===== src/rtl/cpu_ctrl_pkg.sv =====
// Shared definitions for the hardwired control sequencer: opcodes, IR field
// positions, FSM states and the instruction-class decode.
package cpu_ctrl_pkg;

  localparam logic [4:0] OP_ADD  = 5'b00011;
  localparam logic [4:0] OP_SUB  = 5'b00100;
  localparam logic [4:0] OP_AND  = 5'b00101;
  localparam logic [4:0] OP_OR   = 5'b00110;
  localparam logic [4:0] OP_ROL  = 5'b00111;
  localparam logic [4:0] OP_ROR  = 5'b01000;
  localparam logic [4:0] OP_SHR  = 5'b01001;
  localparam logic [4:0] OP_SHL  = 5'b01010;
  localparam logic [4:0] OP_MUL  = 5'b01111;
  localparam logic [4:0] OP_DIV  = 5'b10000;
  localparam logic [4:0] OP_NEG  = 5'b10001;
  localparam logic [4:0] OP_NOT  = 5'b10010;
  localparam logic [4:0] OP_NOP  = 5'b11010;
  localparam logic [4:0] OP_HALT = 5'b11011;

  localparam int unsigned IR_OP_LSB = 27;
  localparam int unsigned IR_RA_LSB = 23;
  localparam int unsigned IR_RB_LSB = 19;
  localparam int unsigned IR_RC_LSB = 15;

  typedef enum logic [3:0] {
    ST_RST, ST_T0, ST_T1, ST_T2, ST_T3, ST_T4, ST_T5, ST_T6, ST_HALT
  } state_t;

  typedef enum logic [2:0] {
    CLS_NOP, CLS_HALT, CLS_3OP, CLS_UNARY, CLS_MULDIV
  } op_class_t;

  // Unlisted opcodes fall into CLS_NOP so they execute as a nop.
  function automatic op_class_t op_class(input logic [4:0] op);
    case (op)
      OP_ADD, OP_SUB, OP_AND, OP_OR,
      OP_ROL, OP_ROR, OP_SHR, OP_SHL: op_class = CLS_3OP;
      OP_MUL, OP_DIV:                 op_class = CLS_MULDIV;
      OP_NEG, OP_NOT:                 op_class = CLS_UNARY;
      OP_HALT:                        op_class = CLS_HALT;
      default:                        op_class = CLS_NOP;
    endcase
  endfunction

endpackage


===== src/rtl/reg_select_decoder.sv =====
// 4-bit register number to one-hot select, gated by an enable.
module reg_select_decoder #(
  parameter int unsigned NREGS = 16
) (
  input  logic [3:0]       sel,
  input  logic             en,
  output logic [NREGS-1:0] onehot
);

  always_comb begin
    onehot = '0;
    for (int unsigned i = 0; i < NREGS; i++) begin
      onehot[i] = en && ({28'd0, sel} == i);
    end
  end

endmodule


===== src/rtl/control_sequencer.sv =====
// Hardwired Moore control unit: fetch T0-T2, execute T3-T6, decoded from the
// registered state and IR only.
module control_sequencer
  import cpu_ctrl_pkg::*;
#(
  parameter int unsigned NREGS = 16
) (
  input  logic             Clock,
  input  logic             clear,
  input  logic [31:0]      IR,
  input  logic             Mem_ready,
  input  logic             Stop,
  output logic [NREGS-1:0] R_in,
  output logic [NREGS-1:0] R_out,
  output logic             PCout,
  output logic             PCin,
  output logic             IncPC,
  output logic             MARin,
  output logic             MDRin,
  output logic             MDRout,
  output logic             IRin,
  output logic             Read,
  output logic             Yin,
  output logic             Zin,
  output logic             Zlowout,
  output logic             Zhighout,
  output logic             HIin,
  output logic             LOin,
  output logic [4:0]       opcode,
  output logic             Run
);

  state_t    state, state_nxt, done_state;
  op_class_t cls;
  logic      armed, stop_flag, t1_wait;
  logic [4:0] ir_op;
  logic [3:0] ir_ra, ir_rb, ir_rc;
  logic [3:0] rin_sel, rout_sel;
  logic       rin_en, rout_en;
  logic       unused_ir_bits;

  assign ir_op = IR[IR_OP_LSB +: 5];
  assign ir_ra = IR[IR_RA_LSB +: 4];
  assign ir_rb = IR[IR_RB_LSB +: 4];
  assign ir_rc = IR[IR_RC_LSB +: 4];
  assign cls   = op_class(ir_op);
  assign unused_ir_bits = ^IR[14:0];

  // armed holds RST for one full cycle after clear releases; t1_wait marks
  // repeat T1 cycles so PCin fires only once per fetch.
  always_ff @(posedge Clock or negedge clear) begin
    if (!clear) begin
      state     <= ST_RST;
      armed     <= 1'b0;
      stop_flag <= 1'b0;
      t1_wait   <= 1'b0;
    end else begin
      state     <= state_nxt;
      armed     <= 1'b1;
      stop_flag <= stop_flag | Stop;
      t1_wait   <= (state == ST_T1) && !Mem_ready;
    end
  end

  assign done_state = stop_flag ? ST_HALT : ST_T0;

  always_comb begin
    state_nxt = ST_RST;
    case (state)
      ST_RST:  state_nxt = armed ? ST_T0 : ST_RST;
      ST_T0:   state_nxt = ST_T1;
      ST_T1:   state_nxt = Mem_ready ? ST_T2 : ST_T1;
      ST_T2:   state_nxt = ST_T3;
      ST_T3: begin
        case (cls)
          CLS_HALT:                     state_nxt = ST_HALT;
          CLS_3OP, CLS_UNARY, CLS_MULDIV: state_nxt = ST_T4;
          default:                      state_nxt = done_state;
        endcase
      end
      ST_T4:   state_nxt = (cls == CLS_3OP || cls == CLS_MULDIV) ? ST_T5 : done_state;
      ST_T5:   state_nxt = (cls == CLS_MULDIV) ? ST_T6 : done_state;
      ST_T6:   state_nxt = done_state;
      ST_HALT: state_nxt = ST_HALT;
      default: state_nxt = ST_RST;
    endcase
  end

  always_comb begin
    PCout = 1'b0; PCin = 1'b0; IncPC = 1'b0; MARin = 1'b0;
    MDRin = 1'b0; MDRout = 1'b0; IRin = 1'b0; Read = 1'b0;
    Yin = 1'b0; Zin = 1'b0; Zlowout = 1'b0; Zhighout = 1'b0;
    HIin = 1'b0; LOin = 1'b0;
    opcode = '0;
    rin_en = 1'b0; rin_sel = '0;
    rout_en = 1'b0; rout_sel = '0;
    Run = (state != ST_HALT);
    case (state)
      ST_T0: begin PCout = 1'b1; MARin = 1'b1; IncPC = 1'b1; Zin = 1'b1; end
      ST_T1: begin Zlowout = 1'b1; PCin = !t1_wait; Read = 1'b1; MDRin = 1'b1; end
      ST_T2: begin MDRout = 1'b1; IRin = 1'b1; end
      ST_T3: begin
        case (cls)
          CLS_3OP:    begin rout_en = 1'b1; rout_sel = ir_rb; Yin = 1'b1; end
          CLS_UNARY:  begin rout_en = 1'b1; rout_sel = ir_rb; opcode = ir_op; Zin = 1'b1; end
          CLS_MULDIV: begin rout_en = 1'b1; rout_sel = ir_ra; Yin = 1'b1; end
          default:    ;
        endcase
      end
      ST_T4: begin
        case (cls)
          CLS_3OP:    begin rout_en = 1'b1; rout_sel = ir_rc; opcode = ir_op; Zin = 1'b1; end
          CLS_UNARY:  begin Zlowout = 1'b1; rin_en = 1'b1; rin_sel = ir_ra; end
          CLS_MULDIV: begin rout_en = 1'b1; rout_sel = ir_rb; opcode = ir_op; Zin = 1'b1; end
          default:    ;
        endcase
      end
      ST_T5: begin
        case (cls)
          CLS_3OP:    begin Zlowout = 1'b1; rin_en = 1'b1; rin_sel = ir_ra; end
          CLS_MULDIV: begin Zlowout = 1'b1; LOin = 1'b1; end
          default:    ;
        endcase
      end
      ST_T6:   begin Zhighout = 1'b1; HIin = 1'b1; end
      default: ;
    endcase
  end

  reg_select_decoder #(.NREGS(NREGS)) u_rin_dec (
    .sel    (rin_sel),
    .en     (rin_en),
    .onehot (R_in)
  );

  reg_select_decoder #(.NREGS(NREGS)) u_rout_dec (
    .sel    (rout_sel),
    .en     (rout_en),
    .onehot (R_out)
  );

endmodule


===== config.mk =====
export PLATFORM = sky130hd
export DESIGN_NAME = control_sequencer
export DESIGN_NICKNAME = d
export VERILOG_FILES = /design/src/rtl/cpu_ctrl_pkg.sv /design/src/rtl/reg_select_decoder.sv /design/src/rtl/control_sequencer.sv
export SDC_FILE = /design/constraint.sdc
export NUM_CORES = 1
export LEC_CHECK = 0
export CORE_MARGIN = 1.5
export CORE_UTILIZATION = 34
export CTS_CLUSTER_DIAMETER = 50
export DETAILED_ROUTE_END_ITERATION = 12
export GPL_TIMING_DRIVEN = 0
export PLACE_DENSITY = 0.87
export SYNTH_ARGS = -nofsm -noshare
export SYNTH_HDL_FRONTEND = slang
export SYNTH_SLANG_ARGS = --single-unit

===== constraint.sdc =====
create_clock -name Clock -period 3.5 [get_ports Clock]
set_input_delay 0.7 -clock Clock [delete_from_list [all_inputs] [get_ports Clock]]
set_output_delay 0.7 -clock Clock [all_outputs]
set_load 0.01 [all_outputs]

# After elaboration in Yosys (flattened, before gate mapping)

Memory sizes are Yosys's and may differ from the RTL's.
Index checks and enable logic that the tools add are counted.
Widths: inputs -> output; s select.

Equality and inequality tests: 43
Mux-type cells: 32
Bitwise gates (word level): 1
Reduce and logical (&&, ||, !) cells: 42

Operators by type and width:

| operator           | count |
|---|---|
| $eq 4x4->1 const B | 17 |
| $eq 4x3->1 const B | 12 |
| $pmux 4 s2         | 5 |
| $pmux 4 s9         | 1 |
| $logic_and 1x1->1  | 33 |
| $eq 4x2->1 const B | 6 |
| $mux 4             | 5 |
| $mux 1             | 14 |
| $eq 4x1->1 const B | 3 |
| $logic_not 4->1    | 3 |
| $mux 5             | 2 |
| $pmux 5 s2         | 1 |
| $eq 3x2->1 const B | 2 |
| $pmux 1 s3         | 2 |
| $ne 4x4->1 const B | 1 |
| $pmux 1 s2         | 2 |
| $reduce_or 2->1    | 2 |
| $eq 3x1->1 const B | 1 |
| $eq 3x3->1 const B | 1 |
| $reduce_or 3->1    | 1 |
| $logic_not 1->1    | 2 |
| $logic_or 1x1->1   | 1 |
| $or 1x1->1         | 1 |

Register bits after elaboration: 7
Memory bits (read-only): 96
Input port bits: 36
Output and inout port bits: 52
Word-level logic and storage cells: 123
Memories kept: 1

Memory list:

| name            | depth | width | rd ports | clocked after Yosys merged registers in | wr ports | line               | text |
|---|---|---|---|---|---|---|---|
| (no name shown) | 32    | 3     | 1        | 0                                       | 0        | cpu_ctrl_pkg.sv:35 | `case (op)` |

# Logic depth before layout (Yosys ltp)

An unclocked memory read counts as a cell.

Depth in word-level cells: 7
Depth in mapped cells: 8
Depth with buffers taken out: 8

# Cells and area by module

From an unflattened synthesis, not the netlist that was laid out.

Cell total of the unflattened synthesis: 157
Area, all modules: 1109.8 um2

Modules (own cells, without submodules):

| module             | instances | cells each | area each (um2) | sequential area each (um2) |
|---|---|---|---|---|
| control_sequencer  | 1         | 111        | 874.6           | 175.2 |
| reg_select_decoder | 2         | 23         | 117.6           | 0.0 |

# Least setup slack after synthesis

No wires, ideal clock.

Path type: input -> output
From: in IR[27]
To: out R_in[4]
Arrival: 2511 ps
Required time: 2800 ps
Setup slack: 289 ps
Stages: 8
Buffers on the path: 0
Cell sequence: inv_1 > ha_1 > or4bb_1 > nor2_1 > a22o_2 > nand2_2 > or3_4 > nor3_1

Word-level cells in the longest chain between the ends: 6
Elaborated cells on any way between the ends: 11
Classes of those cells: eq/ne (3); mux (6); reduce/logical (1); memory (1)

Ends and longest elaborated chain:

| item                                 | line                                               | text |
|---|---|---|
| start, declared                      | control_sequencer.sv:10                            | `input logic [31:0] IR,` |
| $mem_v2 32x3 (*)                     | --                                                 |  |
| $eq 3x2->1, on equally long branches | control_sequencer.sv:119, control_sequencer.sv:111 |  |
| $mux 4, on equally long branches     | control_sequencer.sv:119, control_sequencer.sv:111 |  |
| $pmux 4 s2                           | control_sequencer.sv:98                            | `case (state)` |
| $eq 4x3->1                           | reg_select_decoder.sv:13                           | `onehot[i] = en && ({28'd0, sel} == i);` |
| $logic_and 1x1->1 (*)                | reg_select_decoder.sv:13                           |  |
| end, declared                        | control_sequencer.sv:13                            | `output logic [NREGS-1:0] R_in,` |

Every way passes the cells marked *; elsewhere a longest branch is shown, timed or not.

# Worst setup path in the final report

From: in IR[27]
To: out opcode[4]

Word-level cells in the longest chain between the ends: 5
Elaborated cells on any way between the ends: 8
Classes of those cells: eq/ne (3); mux (3); reduce/logical (1); memory (1)

Ends and longest elaborated chain:

| item                                            | line                     | text |
|---|---|---|
| $mem_v2 32x3 (*)                                | --                       |  |
| $eq 3x2->1 / $eq 3x3->1 (equally long branches) | control_sequencer.sv:111 | `case (cls)` |
| $reduce_or 2->1 (no source line)                | --                       |  |
| $mux 5                                          | control_sequencer.sv:111 |  |
| $pmux 5 s2 (*)                                  | control_sequencer.sv:98  |  |
| end, declared                                   | control_sequencer.sv:29  | `output logic [4:0] opcode,` |

Marks and branches as above.

==> impl_metrics.toml <==
[outcome]
status = "complete, no violations"

[critical_path]
endpoint_kind = "primary output"
path_class = "in -> out"
worstPathRequired_ps = 2800
crit_chain = "buf_4 > ha_1 > or4b_4 > o21ai_2 > nor2_1 > nor2_1 > a21oi_2 > nor2b_1 > clkdlybuf4s50_1"
cp_slowest_cell = "clkdlybuf4s50_1"
critPathMostFrequentCell = "nor2_1"
cp-start-kind = "input port"
cp_num_buf_inv = 2
worst_ep_arrival_time_ps = 2700
crit_path_max_incr_delay_ps = 540
worst-r2r-setup-slack_ps = 1600
path_max_fanout = 6
cp_top_family = "simple AND/OR/NAND/NOR gates"

[floorplan]
placementRows = 20
coreArea_um2 = 3100
pin_count = 88
die_x_um = 60.8
die_h_um = 60.8
die_area_um2 = 3700
initial_core_util = 0.367

[drt]
dr.pass1.iters = 4
drc = 0
drt-total-wl_mm = 3.83
viasPerCell = 5.03
route.vias.total = 1530
first_iter_violations = 80
wire_per_inst_um = 12.6
ant_nets = 0

[yosys]
synth_fp_nets = 210
synth_area_um2 = 1140
synth_ff_type = "dfrtp_1"
avgSynthCellArea_um2 = 6.65
yosysSeqAreaShare = 0.154
yosysWarningCount = 0
netlist_top_cells_area = "dfrtp_1, nor2_1, nor2b_1, or3_4, nand2b_1"
synth_top_cell_by_area = "dfrtp_1"
ys_seq_elements = 7
ys_types = 48
synth_edf_count = 0
postSynth.asyncResetShare = 1.00
synth_top_area_share = 0.154
synth_cells = 171

[clock_network]
cts_root_buf = "clkbuf_4"
cts_buffers = 3
holdBufCountCts = 0
insertion_delay_ps = 240
cts_tree = "built"
htreeDepth = 1
clk_pin_slew_ps = 50
cts.sinks = 7
clock_path_buffers = 2

[sta]
finClkSkew_ps = 1.09
setup_tns_ps = 0
final-hold-violation-count = 0
relSlewSlack = 0.655
rsz0062_at_grt = "no"
finalCritPeriodShare = 0.971
max_freq_ghz = 0.294
tightest_slew_ps = 515
drv_slew = 0
setup_viol = 0
min_period_ps = 3400

[final_layout]
nets = 300
layout.cells.non_filler = 304
drive_above_1_share = 0.335
fin_area_um2 = 2080
layout_commonest_cell = "nor2_1"
final_util = 0.670
layout_common_cells = "nor2_1, clkdlybuf4s50_1, buf_2"
area_growth_pct = 82.8
antenna_cells = 0

[placement]
port_buffers = 72
dpl_cell_area_um2 = 1910
hpwl_mm = 2.85
dp.cells = 287
globalplace.congestion = 0.827

[global_route]
grt_pass1_wl_mm = 6.03
overflow = 0
track_usage = 0.207
grt_pass1_vias = 1367
grt_max_degree = 11
grt_antenna_before_repair = 0

[pwr]
leakage_nw = 0.939
powerDensity_nw_per_um2 = 340
total_power_mw = 0.707
irDropWorstVdd_v = 0.000417

[job]
drv_cap = 0

[worst_hold_path]
holdCritPathClass = "reg -> reg"
per-layer routing:
layer  vias to the layer above  GRT usage  share of wire
met5                         -          0              0
met4                         0     0.0404         0.0042
met3                         2     0.0149          0.061
met2                        56      0.355           0.49
met1                       694      0.288           0.45
li1                        778          -              -
area by class of cell:
cell class	instances	area [um2]
well taps	44	55.1
clock buffers	4	26.3
plain buffers	8	48.8
flip-flops and latches	7	175
fillers	289	1020
inverters	9	36.3
repair buffers	85	726
multi-input cells	147	1010
power breakdown:
group / total, mW / switching (mW) / internal [mW]
logic: 0.507 / 0.247 / 0.260
clock network: 0.0677 / 0.0245 / 0.0432
registers: 0.132 / 0.0272 / 0.105
total: 0.707 / 0.299 / 0.408
repair_timing:
item                       in CTS  in global routing
hold endpoints to repair        0                  0
resized for setup             138                 18
setup buffers                  12                  1
setup endpoints to repair      41                 38
pin swaps                       8                  3
worst reg2reg max path, cell delays in order, from the launching register on:
cell	delay [ps]
dfrtp_1	460
nor3b_2	500
nor2b_1	430
nand3_4	200
buf_4	180
nand4_1	70
cells by family after synthesis:
group,synth area share
AND/OR/NAND/NOR,0.503
AO/OA/AOI/OAI,0.216
buffers and inverters,0.0726
flip-flops,0.154
adder cells (fa/ha/maj),0.0330
multiplexers,0.0187
other,0.00330
final timing paths:
kind                       cells after the start  startpoint   endpoint
hold reg to reg                                1   stop_flag  stop_flag
max in group asynchronous                      1       clear   state[3]
min in group asynchronous                      1       clear   state[0]
setup reg to reg                               5    state[2]   state[2]
hold / removal                                 1   stop_flag  stop_flag
setup / recovery                               9      IR[27]  opcode[4]
stage by stage:
step / hold slack, ps / worst slack [ps]
after CTS: 577 / -5.57
after global routing: 610 / 1.26
after floorplan: 404 / 289
after global placement: 535 / -816
final: 579 / 100
after detailed placement: 570 / -856
cell usage after synthesis (2+ instances only):
master	instances
nor2_1	42
nand2_1	11
inv_1	9
nand3_1	8
nor2b_1	8
a21oi_1	7
dfrtp_1	7
nand2b_1	7
o21ai_0	7
buf_4	5
nor3_1	4
or3_4	4
a32oi_1	3
clkbuf_1	3
ha_1	3
nand4_1	3
o21ai_1	3
a22oi_1	2
nand4b_1	2
nand4bb_1	2
o22ai_1	2
or2_2	2
or3b_2	2
sequential cells by signal, summed over array words and instances (netlist names):
name,count
t1_wait,1
stop_flag,1
state,4
armed,1
Note: power is estimated with default switching activity, not from simulation.
